File: src/rtl/seq001_1007.sv
// Serial "001" sequence detector, Moore FSM with overlap.
// Exposes present/next state for debug observability.
module seq001_1007 (
   input  logic       clk,
   input  logic       reset,
   input  logic       in,
   output logic       out,
   output logic [1:0] pre_s,
   output logic [1:0] next_s
);

   typedef enum logic [1:0] {
      S0 = 2'b00,
      S1 = 2'b01,
      S2 = 2'b10,
      S3 = 2'b11
   } state_t;

   state_t state_q;
   state_t state_d;

   // Present-state register with synchronous reset to idle
   always_ff @(posedge clk) begin
      if (reset) begin
         state_q <= S0;
      end else begin
         state_q <= state_d;
      end
   end

   // Next-state table; S3 falls back to S1 on 0 so a shared 0 is reused
   always_comb begin
      state_d = state_q;
      unique case (state_q)
         S0: state_d = in ? S0 : S1;
         S1: state_d = in ? S0 : S2;
         S2: state_d = in ? S3 : S2;
         S3: state_d = in ? S0 : S1;
         default: state_d = S0;
      endcase
   end

   assign pre_s  = state_q;
   assign next_s = state_d;
   assign out    = (state_q == S3);

endmodule

File: config.mk
export PLATFORM = sky130hd
export DESIGN_NAME = seq001_1007
export DESIGN_NICKNAME = d
export VERILOG_FILES = /design/src/rtl/seq001_1007.sv
export SDC_FILE = /design/constraint.sdc
export NUM_CORES = 1
export LEC_CHECK = 0
export CORE_AREA = 8 8 45 47
export CTS_CLUSTER_SIZE = 14
export DETAILED_ROUTE_END_ITERATION = 8
export DIE_AREA = 0 0 53 55
export PLACE_DENSITY = 0.3
export SETUP_SLACK_MARGIN = 0.5
export SLEW_MARGIN = 5
export SYNTH_ARGS = -nofsm -noshare
export SYNTH_HDL_FRONTEND = slang
export SYNTH_SLANG_ARGS = --single-unit
File: constraint.sdc
create_clock -name clk -period 1.2 [get_ports clk]
set_input_delay 0.24 -clock clk [delete_from_list [all_inputs] [get_ports clk]]
set_output_delay 0.24 -clock clk [all_outputs]
set_load 0.03 [all_outputs]
==> impl_metrics.json, run 1 <==
{
  "switching_power_total_uw": 111.4,
  "crit_cells": 4,
  "ys_seq_elements": 2,
  "crit_end": "next_s[0]",
  "layout.core_utilization_pct": 31.01,
  "detailedRoute.firstPassIterationCount": 1,
  "timing.fmax_mhz": 686.8,
  "syn_inst": 13,
  "first_global_vias": 181,
  "place_worst_setup_slack_ns": -0.6728,
  "io_pins": 8,
  "routabilityCongestion": 0.5980,
  "crit_chain": "inv_2, ha_4, mux2_4, buf_6",
  "r2r-end": "pre_s[0]",
  "remaining_routing_drc_violations": 0,
  "worst_path_dominant_cell_family": "flip-flops",
  "number_of_cts_inserted_buffers": 3,
  "worstMarginPinSlew_ns": 0.1604,
  "first_iter_violations": 0,
  "clk_pin_slew_ns": 0.03,
  "antenna_violating_nets_post_route": 0,
  "failing_checks": "setup timing",
  "dieArea_um2": 2915,
  "power_switching_share_pct": 28.28,
  "outcome": "complete, but fails checks",
  "layout.nets": 41,
  "critical_register_to_register_path_startpoint": "pre_s[0]",
  "synth_nets": 19,
  "die_h_um": 55,
  "cts_root_buffer": "sky130_fd_sc_hd__clkbuf_4",
  "synth-seq-area-share_pct": 29.63,
  "worstSetupEndpointType": "output port",
  "final_hold_viol_count": 0,
  "clock-sinks": 2,
  "slew_headroom_pct": 89.27,
  "tritoncts": "done",
  "timing.final.ws_setup_ns": -0.2560,
  "final-setup-viol-count": 5,
  "slowest_delay_ns": 0.33,
  "maxSlewViolCount": 0,
  "r2r_cells": 6,
  "vdd.ir_drop.worst_mv": 0.6315,
  "mappedNetlistArea_um2": 135.1,
  "final_cells": 49,
  "p_leak_uw": 0.0001886,
  "insertedDiodeCount": 0,
  "worstSetupPathType": "reg -> out",
  "fin_worst_skew_ns": 0.001178,
  "htree_num_levels": 1,
  "power_frac_comb_pct": 44.1,
  "synth.lib_cells_used.distinct": 8,
  "grt_max_degree": 4,
  "synth.yosys.warnings": 0,
  "numPlacedInstances": 41,
  "crit_path_start_kind": "flop",
  "slowest_stage": "sky130_fd_sc_hd__dfxtp_4",
  "worst_min_path_class": "in -> reg",
  "detail_route.wl_per_cell_um": 10.16,
  "rrSetupSlack_ns": -0.09,
  "fin_setup_tns_ns": -0.7447,
  "core.rowCount": 14,
  "worstPathMaxFanout": 2,
  "globalRoute.totalOverflow": 0,
  "max_cap_violations": 0,
  "rsz_0062_raised_after_global_routing": "true",
  "layout_overhead_on_the_synthesized_area_pct": 217.6,
  "power.share.sequential_pct": 19.2,
  "ctsHoldBuffers": 0,
  "avgSynthCellArea_um2": 10.39,
  "cp_data_required_time_ns": 0.96,
  "number_of_port_buffers": 7,
  "part_of_the_cycle_the_worst_path_needs_pct": 121.3,
  "grt_pass1_wl_um": 814,
  "max_ffs_per_register": 2,
  "track_usage_pct": 4.148,
  "p_int_uw": 282.7,
  "routed-via-count": 158,
  "dieWidth_um": 53,
  "floorplan.initialDensity_pct": 9.765,
  "grt_antenna_before_repair": 0,
  "portion_of_total_power_attributed_to_the_clock_network_pct": 36.6,
  "power.density_nw_per_um2": 918.3,
  "layout-drive-gt1-share_pct": 93.94,
  "totalWireLength_um": 498,
  "cp_data_arrival_time_ns": 1.22,
  "critical_path_buf_inv_count": 2,
  "hold_ws_ns": 0.6480,
  "critical_path_launch_point": "pre_s[0]",
  "ctsLongestPathBuffers": 2,
  "finalCriticalPeriod_ns": 1.456,
  "core_region_area_um2": 1384,
  "worst_skew_pair_latency_ns": 0.22,
  "viasPerCell": 3.224
}
[how the worst min path moves through the flow]
stage | cells after the start | endpoint | slack (ns) | startpoint
finish | 2 | pre_s[1] | 0.65 | reset
global route | 2 | pre_s[1] | 0.66 | reset
CTS | 2 | pre_s[1] | 0.64 | reset
detailed placement | 4 | pre_s[1] | 0.81 | pre_s[1]
global placement | 4 | pre_s[1] | 0.82 | pre_s[1]
floorplan | 1 | pre_s[0] | 0.30 | reset
[power by group through the flow]
stage	Sequential (uW)	Clock, uW	Combinational, uW
detailed placement	75.9	0	121
floorplan	87.9	0	55.2
CTS	75.5	153	164
finish	75.9	144	174
global placement	76.2	0	122
global route	76.9	159	185
[metal layers]
| metal | share of wire (%) | GRT usage [%] | wire length [um] | vias up |
|---|---|---|---|---|
| li1 | - | - | - | 82 |
| met4 | 0 | 2.586 | 0 | 0 |
| met5 | 0 | 0 | 0 | - |
| met2 | 57 | 5.273 | 282 | 3 |
| met1 | 38 | 4.697 | 191 | 73 |
| met3 | 5.0 | 3.209 | 25 | 0 |
[cells in the final DEF (no fill, tap or decap)]
cell                              count
sky130_fd_sc_hd__a21oi_2              1
sky130_fd_sc_hd__buf_4                3
sky130_fd_sc_hd__buf_6               12
sky130_fd_sc_hd__clkbuf_4             3
sky130_fd_sc_hd__clkdlybuf4s50_1      2
sky130_fd_sc_hd__dfxtp_4              2
sky130_fd_sc_hd__ha_4                 3
sky130_fd_sc_hd__inv_2                1
sky130_fd_sc_hd__inv_4                1
sky130_fd_sc_hd__mux2_4               1
sky130_fd_sc_hd__nand2_4              1
sky130_fd_sc_hd__nand2b_4             2
sky130_fd_sc_hd__nor2b_4              1
[synthesized netlist by cell type]
cell                       number  area share [%]
sky130_fd_sc_hd__a21oi_1        1             3.7
sky130_fd_sc_hd__dfxtp_1        2              30
sky130_fd_sc_hd__ha_1           3              28
sky130_fd_sc_hd__inv_1          2             5.6
sky130_fd_sc_hd__mux2_4         1              11
sky130_fd_sc_hd__nand2_1        1             2.8
sky130_fd_sc_hd__nand2b_1       2             9.3
sky130_fd_sc_hd__nor2b_4        1              10
[area by class of cell]
class | instances | area [um2]
sequential | 2 | 47.55
tap | 16 | 20.02
inverter | 2 | 10.01
multi-input combinational | 9 | 151.4
timing repair buffer | 17 | 177.7
fill | 147 | 954.7
clock buffer | 3 | 22.52
[through the flow]
stage                     cell area, um2  total power (uW)
after floorplan                    170.2             143.1
after global placement             287.8             197.8
after detailed placement           287.8             196.5
after CTS                          402.9             393.3
after global routing               429.2             420.6
final                              429.2             394.1
[cells by family after synthesis]
family,after synthesis,share of synthesized area (%)
and+or+nand+nor,4,22.22
adders and majority gates,3,27.78
DFF,2,29.63
buffers and inverters,2,5.558
muxes,1,11.11
AOI/OAI and AO/OA,1,3.700
[what timing repair did]
item	4_1_cts	5_1_grt
gates resized for setup	23	3
endpoints found under the setup margin	7	7
pin swaps	2	1
buffers inserted	3	2
Note: power is estimated with default switching activity, not from simulation.
==> run 2, diff against run 1 <==
--- a/config.mk
+++ b/config.mk
@@ -5,6 +5,7 @@
 export SDC_FILE = /design/constraint.sdc
 export NUM_CORES = 1
 export LEC_CHECK = 0
+export ABC_AREA = 1
 export CORE_AREA = 8 8 45 47
 export CTS_CLUSTER_SIZE = 14
 export DETAILED_ROUTE_END_ITERATION = 8
==> run 2 against run 1 <==
Compared with the run above: the flow still finishes with violations (setup timing); global-route usage is 0.49 points lower; routed wire length is 16% lower; utilization is 3.3 points lower; critical path type unchanged; largest cell class unchanged.
==> impl_metrics.json, run 2 <==
{
  "remaining_routing_drc_violations": 0,
  "detailedRoute.firstPassIterationCount": 1,
  "numPlacedInstances": 44,
  "mappedNetlistArea_um2": 138.9,
  "top_cells_by_area_synth": "sky130_fd_sc_hd__dfxtp_1 (29%), sky130_fd_sc_hd__ha_1 (27%), sky130_fd_sc_hd__inv_1 (19%), sky130_fd_sc_hd__nand2_2 (9.0%), sky130_fd_sc_hd__nand2_1 (5.4%)",
  "ctsHoldBuffers": 0,
  "worstMarginPinSlew_ns": 0.1527,
  "routabilityCongestion": 0.5994,
  "ys_seq_elements": 2,
  "htree_num_levels": 1,
  "failing_checks": "setup timing",
  "crit_path_start_kind": "flop",
  "final-setup-viol-count": 5,
  "core_region_area_um2": 1384,
  "outcome": "complete, but fails checks",
  "cp_data_required_time_ns": 0.96,
  "die_h_um": 55,
  "detailedPlacementHpwl_um": 311.6,
  "clk_pin_slew_ns": 0.03,
  "worstPathMaxFanout": 3,
  "part_of_the_cycle_the_worst_path_needs_pct": 116.4,
  "final_cell_mix": "sky130_fd_sc_hd__buf_6 (9), sky130_fd_sc_hd__inv_2 (4), sky130_fd_sc_hd__buf_4 (4)",
  "worstSetupPathType": "reg -> out",
  "power_switching_share_pct": 32.92,
  "cts_root_buffer": "sky130_fd_sc_hd__clkbuf_4",
  "dieArea_um2": 2915,
  "vdd.ir_drop.worst_mv": 0.4101,
  "power_frac_comb_pct": 46.0,
  "worstSetupEndpointType": "output port",
  "power.share.sequential_pct": 18.9,
  "portion_of_total_power_attributed_to_the_clock_network_pct": 35.1,
  "layout-drive-gt1-share_pct": 81.08,
  "antenna_violating_nets_post_route": 0,
  "timing.fmax_mhz": 715.9,
  "layout_overhead_on_the_synthesized_area_pct": 176.6,
  "fin_worst_skew_ns": 0.001601,
  "final_area_um2": 384.1,
  "synth_nets": 25,
  "number_of_port_buffers": 7,
  "post-synth-top-count-cell": "sky130_fd_sc_hd__inv_1",
  "max_ffs_per_register": 2,
  "insertedDiodeCount": 0,
  "p_leak_uw": 0.0001822,
  "tritoncts": "done",
  "viasPerCell": 3.283,
  "layout.core_utilization_pct": 27.76,
  "io_pins": 8,
  "synth_flop_cell": "sky130_fd_sc_hd__dfxtp_1",
  "track_usage_pct": 3.661,
  "worst_skew_pair_latency_ns": 0.23,
  "maxSlewViolCount": 0,
  "synth_largest_type_area_fraction_pct": 28.83,
  "synth-seq-area-share_pct": 28.83,
  "synth_edf_count": 0,
  "slew_headroom_pct": 89.82,
  "detail_route.wl_per_cell_um": 7.887,
  "synth.yosys.warnings": 0,
  "final_cells": 53,
  "first_iter_violations": 0,
  "timing.final.ws_setup_ns": -0.1969,
  "post-synth-top-area-cell": "sky130_fd_sc_hd__dfxtp_1",
  "final_hold_viol_count": 0,
  "share_of_synthesized_flip_flops_with_an_asynchronous_set_or_reset_pct": 0,
  "grt_pass1_wl_um": 703,
  "syn_inst": 19,
  "rsz_0062_raised_after_global_routing": "true",
  "p_int_uw": 289.7,
  "switching_power_total_uw": 142.2,
  "core.rowCount": 14,
  "totalWireLength_um": 418,
  "placed_cell_area_um2": 257.7,
  "grt_antenna_before_repair": 0,
  "clock-sinks": 2,
  "grt_max_degree": 5,
  "routed-via-count": 174,
  "number_of_cts_inserted_buffers": 3,
  "power.density_nw_per_um2": 1124,
  "avgSynthCellArea_um2": 7.310,
  "layout_commonest_cell": "sky130_fd_sc_hd__buf_6",
  "floorplan.initialDensity_pct": 10.04,
  "finalCriticalPeriod_ns": 1.397,
  "design_power_total_uw": 431.8,
  "first_global_vias": 188,
  "max_cap_violations": 0,
  "worst_min_path_class": "in -> reg",
  "ctsLongestPathBuffers": 2,
  "globalRoute.totalOverflow": 0,
  "cp_data_arrival_time_ns": 1.16,
  "dieWidth_um": 53,
  "synth_common_cells": "sky130_fd_sc_hd__inv_1 (7), sky130_fd_sc_hd__ha_1 (3), sky130_fd_sc_hd__dfxtp_1 (2), sky130_fd_sc_hd__nand2_1 (2), sky130_fd_sc_hd__nand2_2 (2)",
  "synth.lib_cells_used.distinct": 8,
  "layout.nets": 45
}
[run 2: cell count changes in the layout (fill, tap and decap cells not counted), sizes merged]
cell and delta:
nor2b -1, inv +5, a21oi -1, nand2 +3, nand2b -2, mux2 -1, o21ai +1, buf -2
nor2 +2
[run 2: power by group through the flow]
stage	logic (uW)	clock network [uW]	registers (uW)
3_5_place_dp	136	0	82.6
5_1_grt	214	166	83.6
3_3_place_gp	134	0	82.7
4_1_cts	178	163	82.1
2_1_floorplan	70.4	0	94.5
6_report	199	151	81.7
[run 2: final timing paths]
path / start / endpoint / slack (ns) / cells after the start
setup / recovery: pre_s[0] / next_s[0] / -0.20 / 7
hold / removal: reset / pre_s[0] / 0.60 / 2
hold reg to reg: pre_s[1] / pre_s[1] / 0.68 / 3
setup reg to reg: pre_s[0] / pre_s[0] / -0.05 / 9
[run 2: per-stage QoR]
| stage | worst slack [ns] | hold slack (ns) | setup TNS, ns |
|---|---|---|---|
| finish | -0.1969 | 0.5989 | -0.6157 |
| global route | -0.2465 | 0.6295 | -0.8557 |
| CTS | -0.2215 | 0.5778 | -0.5653 |
| detailed placement | -0.1631 | 0.6876 | -0.3028 |
| global placement | -0.1708 | 0.6820 | -0.3166 |
| floorplan | 0.02379 | 0.2976 | 0 |
[run 2: logic make-up (layout without fill, tap and decap cells)]
group           count (synthesis)  count (layout)  synth area share, %
compound gates                  1               1                3.600
fa+ha+maj                       3               3                27.03
buf+inv                         7              25                18.92
flops                           2               2                28.83
simple gates                    6               6                21.62
[run 2: repair_timing]
action,in CTS,in global routing
setup endpoints to repair,7,7
gates resized for setup,11,4
cloned,0,0
pin swaps,3,2
buffers inserted,4,2
[run 2: metal layers]
metal | vias to the layer above | routed length [um] | global-route usage (%)
li1 | 88 | - | -
met3 | 2 | 39 | 1.337
met2 | 7 | 196 | 4.883
met4 | 0 | 17 | 6.466
met1 | 77 | 164 | 3.343
met5 | - | 0 | 0
[run 2: critical path, cell delays in order, from the launching register on]
cell,delay (ns)
sky130_fd_sc_hd__dfxtp_4,0.34
sky130_fd_sc_hd__inv_2,0.04
sky130_fd_sc_hd__ha_4,0.25
sky130_fd_sc_hd__inv_2,0.03
sky130_fd_sc_hd__nand2_2,0.06
sky130_fd_sc_hd__nand2_4,0.06
sky130_fd_sc_hd__inv_4,0.04
sky130_fd_sc_hd__buf_6,0.11
[run 2: area by class of cell]
type,count,area (um2)
Fill cell,148,999.7
Timing Repair Buffer,15,151.4
Multi-Input combinational cell,10,113.9
Sequential cell,2,47.55
Inverter,7,28.78
Clock buffer,3,22.52
Tap cell,16,20.02
